**src/rtl/ecg_argmax_classifier.sv**
```systemverilog
`default_nettype none
// ============================================================================
//  Module      : ecg_argmax_classifier
//  Description : Sequential arg-max over the ReLU outputs of the ECG MLP output
//                layer. Captures the whole node vector in one cycle, scans one
//                element per cycle and reports the winning class index, its
//                activation and a tie flag (lowest index wins a tie).
//  Revision    : 1.0 - initial release
// ============================================================================
module ecg_argmax_classifier #(
  parameter int N_NODES = 30,
  parameter int DW      = 32,
  parameter int IDX_W   = 5
) (
  input  logic                    clk,
  input  logic                    reset,
  input  logic                    in_valid,
  input  logic [N_NODES*DW-1:0]   nodes_in,
  output logic                    busy,
  output logic                    out_valid,
  output logic [IDX_W-1:0]        class_idx,
  output logic [DW-1:0]           class_val,
  output logic                    tie
);

  localparam logic [1:0] c_IDLE = 2'd0;
  localparam logic [1:0] c_SCAN = 2'd1;
  localparam logic [1:0] c_DONE = 2'd2;

  localparam logic [IDX_W-1:0] c_FIRST_PTR = IDX_W'(1);
  localparam logic [IDX_W-1:0] c_LAST_PTR  = IDX_W'(N_NODES - 1);

  logic [1:0]       state_q, state_d;

  logic [DW-1:0]    w_nodes [N_NODES];
  logic [DW-1:0]    vec_q   [N_NODES];
  logic [DW-1:0]    vec_d   [N_NODES];

  logic [DW-1:0]    best_val_q, best_val_d;
  logic [IDX_W-1:0] best_idx_q, best_idx_d;
  logic             tie_q, tie_d;
  logic [IDX_W-1:0] ptr_q, ptr_d;

  logic [IDX_W-1:0] class_idx_q, class_idx_d;
  logic [DW-1:0]    class_val_q, class_val_d;
  logic             class_tie_q, class_tie_d;

  logic             w_accept;
  logic             w_last;
  logic [DW-1:0]    w_elem;

  // Unflatten the incoming vector so node k is addressable as w_nodes[k].
  for (genvar k = 0; k < N_NODES; k++) begin : g_unpack
    assign w_nodes[k] = nodes_in[k*DW +: DW];
  end

  // A new vector is only taken when no scan is running (IDLE, or the DONE
  // cycle so that vectors can be streamed back to back).
  assign w_accept = in_valid && ((state_q == c_IDLE) || (state_q == c_DONE));
  assign w_last   = (ptr_q == c_LAST_PTR);
  assign w_elem   = vec_q[ptr_q];

  // State register.
  always_ff @(posedge clk) begin
    if (reset) begin
      state_q <= c_IDLE;
    end else begin
      state_q <= state_d;
    end
  end

  // Next-state logic.
  always_comb begin
    state_d = state_q;
    case (state_q)
      c_IDLE:  if (in_valid) state_d = c_SCAN;
      c_SCAN:  if (w_last)   state_d = c_DONE;
      c_DONE:  state_d = in_valid ? c_SCAN : c_IDLE;
      default: state_d = c_IDLE;
    endcase
  end

  // FSM outputs: busy tracks the scan, out_valid marks the single DONE cycle.
  always_comb begin
    busy      = 1'b0;
    out_valid = 1'b0;
    case (state_q)
      c_SCAN:  busy      = 1'b1;
      c_DONE:  out_valid = 1'b1;
      default: ;
    endcase
  end

  // Capture / compare datapath. The result registers are loaded on the edge
  // that enters DONE, so they are already valid while out_valid is high and
  // then hold until the next result.
  always_comb begin
    vec_d       = vec_q;
    best_val_d  = best_val_q;
    best_idx_d  = best_idx_q;
    tie_d       = tie_q;
    ptr_d       = ptr_q;
    class_idx_d = class_idx_q;
    class_val_d = class_val_q;
    class_tie_d = class_tie_q;

    if (w_accept) begin
      vec_d      = w_nodes;
      best_val_d = w_nodes[0];
      best_idx_d = '0;
      tie_d      = 1'b0;
      ptr_d      = c_FIRST_PTR;
    end else if (state_q == c_SCAN) begin
      // Unsigned compare: ReLU outputs never set the top bit.
      if (w_elem > best_val_q) begin
        best_val_d = w_elem;
        best_idx_d = ptr_q;
        tie_d      = 1'b0;
      end else if (w_elem == best_val_q) begin
        tie_d      = 1'b1;
      end

      if (w_last) begin
        ptr_d       = '0;
        class_idx_d = best_idx_d;
        class_val_d = best_val_d;
        class_tie_d = tie_d;
      end else begin
        ptr_d       = ptr_q + c_FIRST_PTR;
      end
    end
  end

  // Datapath registers; reset aborts any scan and clears the results.
  always_ff @(posedge clk) begin
    if (reset) begin
      for (int k = 0; k < N_NODES; k++) begin
        vec_q[k] <= '0;
      end
      best_val_q  <= '0;
      best_idx_q  <= '0;
      tie_q       <= 1'b0;
      ptr_q       <= '0;
      class_idx_q <= '0;
      class_val_q <= '0;
      class_tie_q <= 1'b0;
    end else begin
      vec_q       <= vec_d;
      best_val_q  <= best_val_d;
      best_idx_q  <= best_idx_d;
      tie_q       <= tie_d;
      ptr_q       <= ptr_d;
      class_idx_q <= class_idx_d;
      class_val_q <= class_val_d;
      class_tie_q <= class_tie_d;
    end
  end

  assign class_idx = class_idx_q;
  assign class_val = class_val_q;
  assign tie       = class_tie_q;

endmodule
`default_nettype wire

```
**config.mk**
```make
export PLATFORM = sky130hd
export DESIGN_NAME = ecg_argmax_classifier
export DESIGN_NICKNAME = d
export VERILOG_FILES = /design/src/rtl/ecg_argmax_classifier.sv
export SDC_FILE = /design/constraint.sdc
export NUM_CORES = 2
export LEC_CHECK = 0
export ABC_AREA = 0
export CORE_AREA = 2 2 395 397
export DETAILED_ROUTE_END_ITERATION = 8
export DIE_AREA = 0 0 397 399
export GPL_TIMING_DRIVEN = 0
export PLACE_DENSITY = 0.55
export SYNTH_ARGS = -nofsm -noshare
export SYNTH_HDL_FRONTEND = slang
export SYNTH_SLANG_ARGS = --single-unit
```
**constraint.sdc**
```tcl
create_clock -name clk -period 3.8 [get_ports clk]
set_input_delay 0.57 -clock clk [delete_from_list [all_inputs] [get_ports clk]]
set_output_delay 0.57 -clock clk [all_outputs]
set_load 0.01 [all_outputs]
```
Yosys cells after proc, flatten, opt, wreduce, memory -nomap -nowiden
Cells that the tools add are included. Widths: inputs -> output; s select.

Register bits after elaboration: 1043. Input bits: 963. Output and inout bits: 40.

Add/subtract/negate cells: 1. Order comparisons: 2. Eq/ne operators: 6. Multiplexer cells: 18. Bitwise operators: 2. Reduce and logical (&&, ||, !) cells: 7.

Operators with widths (count): $bmux 32 s5 (1); $mux 32 (5); $eq 32x32->1 (1); $gt 32x32->1 (1); $mux 5 (2); $mux 1 (7); $ge 6x6->1 const B (1); $not 5->6 (1); $pmux 2 s3 (1); $add 5x1->5 const B (1); $eq 5x5->1 const B (1); $mux 2 (2); $ne 2x2->1 const B (2); $reduce_and 3->1 (1); $eq 2x1->1 const B (1); $eq 2x2->1 const B (1); $logic_not 2->1 (1); $reduce_and 2->1 (1); $reduce_bool 2->1 (1); $reduce_or 2->1 (1); $logic_and 1x1->1 (1); $logic_or 1x1->1 (1); $not 1->1 (1).

Depth between registers and ports, before layout
Depth after elaboration: 8. Gate-level depth with buffers: 18. Depth with buffers taken out: 13.

Worst setup path before layout
Ideal clock, no wire load.

Kind: reg-to-reg. From: register ptr_q[0]. To: register best_val_q[0]. Library setup time: 79 ps. Arrival: 3888 ps. Data required time: 3721 ps. Path slack: -168 ps. Cell stages (with the launch flop): 17. Clock period less this slack: 3968 ps. Cell sequence: dfxtp_1 > buf_4 > buf_6 > buf_4 > buf_2 > mux4_2 > a2111oi_0 > a21oi_1 > ha_1 > a21o_1 > a221o_1 > a221oi_1 > o21ai_0 > a22o_1 > buf_6 > mux2_4 > a211oi_2.

Word-level cells in the longest chain between the ends: 8.

Ends and longest elaborated chain: from (decl) (line 42) `logic [IDX_W-1:0] ptr_q, ptr_d;`; from (signal assigned) (line 152) `ptr_q <= ptr_d;`; $not 5->6 (not written as such) (*) (line 61) `assign w_elem = vec_q[ptr_q];`; $bmux 32 s5 (*) (line 61); $mux 32 (not written as such) (*) (2 in a row) (line 61); $gt 32x32->1 (line 115) `if (w_elem > best_val_q) begin`; $mux 32 (*) (line 115); $mux 32 (*) (line 113) `end else if (state_q == c_SCAN) begin`; $mux 32 (*) (line 107) `if (w_accept) begin`; to (signal assigned) (line 149) `best_val_q <= best_val_d;`; to (decl) (line 39) `logic [DW-1:0] best_val_q, best_val_d;`.

Every way passes the cells marked *; elsewhere a longest branch is shown, timed or not. The select of a mux whose other input is x is not followed. A chain may end at the register's enable or synchronous reset.

Final worst setup path
From: register ptr_q[0]. To: register best_val_q[23].

The elaborated chain is that of the path after synthesis.

==> run metrics <==
IO Count between 1,000 and 1,500; Die Height approximately 400 um; CTS max path bufs 3; Avg WL per Cell a little under 30 um; CTS tree yes; Pins Over Slew Limit 0; Area Growth Syn to Fin 44.3%; top_reg_cell synth dfxtp_1; leading area contributor after synthesis dfxtp_1; Skew-Pair Late Insertion Delay 760 ps; #FFs+latches synth about 1,000; Placer Congestion about 1.0; Slew HR 0.154; status finished, violations left; clock root buffer clkbuf_16; fin crit share 1.24; startpoint types register; sequential share of the synthesized area 0.476; fmax between 200 and 250 MHz; initial antenna violation count 70; Placed Area 56,600 um2; Design Power approximately 29 mW; Final setup viols between 70 and 80; Mapped Area around 44,000 um2; Final Cell Area 63,400 um2; largest net degree at the start of global routing 19; Synth Net Count between 6,000 and 7,000; RSZ-0062 raised after global routing true; H-tree depth 3; drt first pass iters 6; HP Class input pin to register; yosys warns 0; Tmin final between 4000 and 5000 ps; Mean Syn Cell Area approximately 8.4 um2; final hold vios 0; top-area cell type share of the netlist area 0.476; initial core utilization 0.286; CORE AREA between 150,000 and 200,000 um2; Fill cells around 16,000; GRT overflow 0; cts hold-fix bufs 0; pre-CTS setup slack -2580 ps; remaining antenna violation count 0; nets approximately 7,400; asr flop ratio synth 0; cts bufs inserted 116; P_leak ~22 nW; PnR worst setup slack -917 ps; share of layout cells above drive strength 1 0.114; count leader, synth nand2_1; Data arrival, critical path between 5000 and 6000 ps; Max FO, Critical Path 10; Die Footprint 158,000 um2; max_cap viols 0; hpwl dp just over 200,000 um; DRT iter0 DRCs roughly 4,000; Hold Slack ~340 ps; number of distinct library cells after synthesis 42; EDFF count, synth 0; Critical Path RT 4470 ps; synth top area cells dfxtp_1 (48%), nand2_1 (17%), a21oi_1 (12%); Port Buffers 1,001; Total GRT Usage 0.301; Worst Tran Pin Value roughly 1300 ps; clk_skew approximately 71 ps; Reg clk slew, reported paths around 60 ps; DRC 0; # rows between 100 and 150; first-pass GRT wire length ~330,000 um; failing checks negative setup slack; pwr/cell area about 460 nW/um2; vias in the first global route ~43,000; clock tree sinks between 1,000 and 1,500; crit path kind register to register; peak supply drop approximately 0.4 mV; via count between 40,000 and 50,000; synthesized instance count 5,236; Post-Route WL roughly 250,000 um; FF-to-FF setup slack -920 ps; via/cell ratio 5.24; commonest cells in the netlist nand2_1 (1,939), a21oi_1 (1,044), dfxtp_1 (1,043); die width around 400 um; Worst setup EP type register
[where the power goes]
group / internal (mW) / switching [mW] / leakage [nW]
sequential: 11.6 / 0.427 / 8.56
clock: 6.88 / 4.96 / 1.93
combinational: 2.48 / 2.99 / 11.8
[placed cells by master (no fill, tap or decap), types with 17 or more instances in the layout]
master,synthesis,layout
inv_1,35,35
clkbuf_1,381,379
a2111oi_4,0,18
buf_6,8,18
clkbuf_16,0,121
nand2_1,1939,1939
a21oi_2,0,20
a22oi_1,33,17
clkbuf_8,0,26
clkdlybuf4s50_1,0,1000
a211oi_1,66,19
a211oi_2,2,49
nor2_1,51,50
mux2i_2,0,17
diode_2,0,38
mux4_2,192,192
mux2i_4,0,38
o21ai_0,40,37
clkbuf_2,0,19
dfxtp_1,1043,1041
a21oi_1,1044,1013
o22ai_1,64,42
mux2i_1,129,74
ha_1,34,32
buf_4,22,42
[flip-flops by register name, indices dropped and copies added (netlist names)]
signal	count
best_idx_q	5
tie	1
state_q	2
tie_q	1
class_idx	5
vec_q	960
class_val	32
ptr_q	5
best_val_q	32
[metal layers]
layer / track usage / part of all wire / vias up
met5: 0 / 0.00077 / -
met4: 0.136 / 0.051 / 30
met3: 0.0621 / 0.083 / 452
met2: 0.484 / 0.46 / 1964
met1: 0.390 / 0.41 / 22200
li1: - / - / 20300
[critical path, stage by stage, from the launching register on]
cell,delay [ps]
dfxtp_4,380
buf_12,170
buf_16,180
buf_8,260
nand3_2,160
clkbuf_16,220
o22ai_2,240
a2111oi_4,90
buf_4,190
a21oi_1,340
ha_1,220
nand4_1,170
nor4_4,350
nand4_1,260
or2_1,320
a22o_4,260
buf_12,160
clkbuf_16,170
mux2i_4,200
a211oi_2,250
[area by class of cell]
class                      instances  area [um2]  area share
buffer                           446        2330      0.0368
clock inverter                    40         656      0.0103
timing repair buffer            1051       10500       0.166
multi-input combinational       3711       22900       0.361
sequential                      1043       20900       0.330
tap                             2044        2560      0.0404
inverter                          35         131     0.00207
clock buffer                     167        3310      0.0523
antenna                           38        95.1     0.00150
[logic make-up (layout without fill, tap and decap cells)]
kind of cell             count (synthesis)  after routing  share of synthesized area
other                                    0             38                          0
flip-flops                            1043           1043                      0.476
XOR/XNOR                                 3              3                   0.000599
multiplexers                           322            322                      0.128
AO/OA/AOI/OAI                         1327           1327                      0.166
adder cells (fa/ha/maj)                 34             34                    0.00969
buffers and inverters                  482           1739                     0.0452
AND/OR/NAND/NOR                       2025           2025                      0.175
[per-stage QoR]
step / setup TNS [ps] / util / std cells
after floorplan: 0 / - / 5236
after global placement: -335400 / 0.368 / 8281
after detailed placement: -321010 / 0.369 / 8296
after CTS: -55180 / 0.404 / 8521
after global routing: -66590 / 0.412 / 8563
final: -60330 / 0.412 / 8575
[path summary, 6_finish.rpt]
| kind | cells after the start | start | endpoint |
|---|---|---|---|
| worst max-delay path | 19 | ptr_q[0] | best_val_q[23] |
| worst min-delay path | 3 | nodes_in[561] | vec_q[401] |
| worst max register to register | 19 | ptr_q[0] | best_val_q[23] |
| worst min register to register | 2 | vec_q[604] | vec_q[604] |
[timing repair]
action | 4_1_cts | 5_1_grt
setup endpoints to repair | 123 | 76
pin swaps | 18 | 54
cloned | 2 | 4
resized for setup | 278 | 215
buffers inserted | 16 | 14
(Power assumes the default switching activity.)
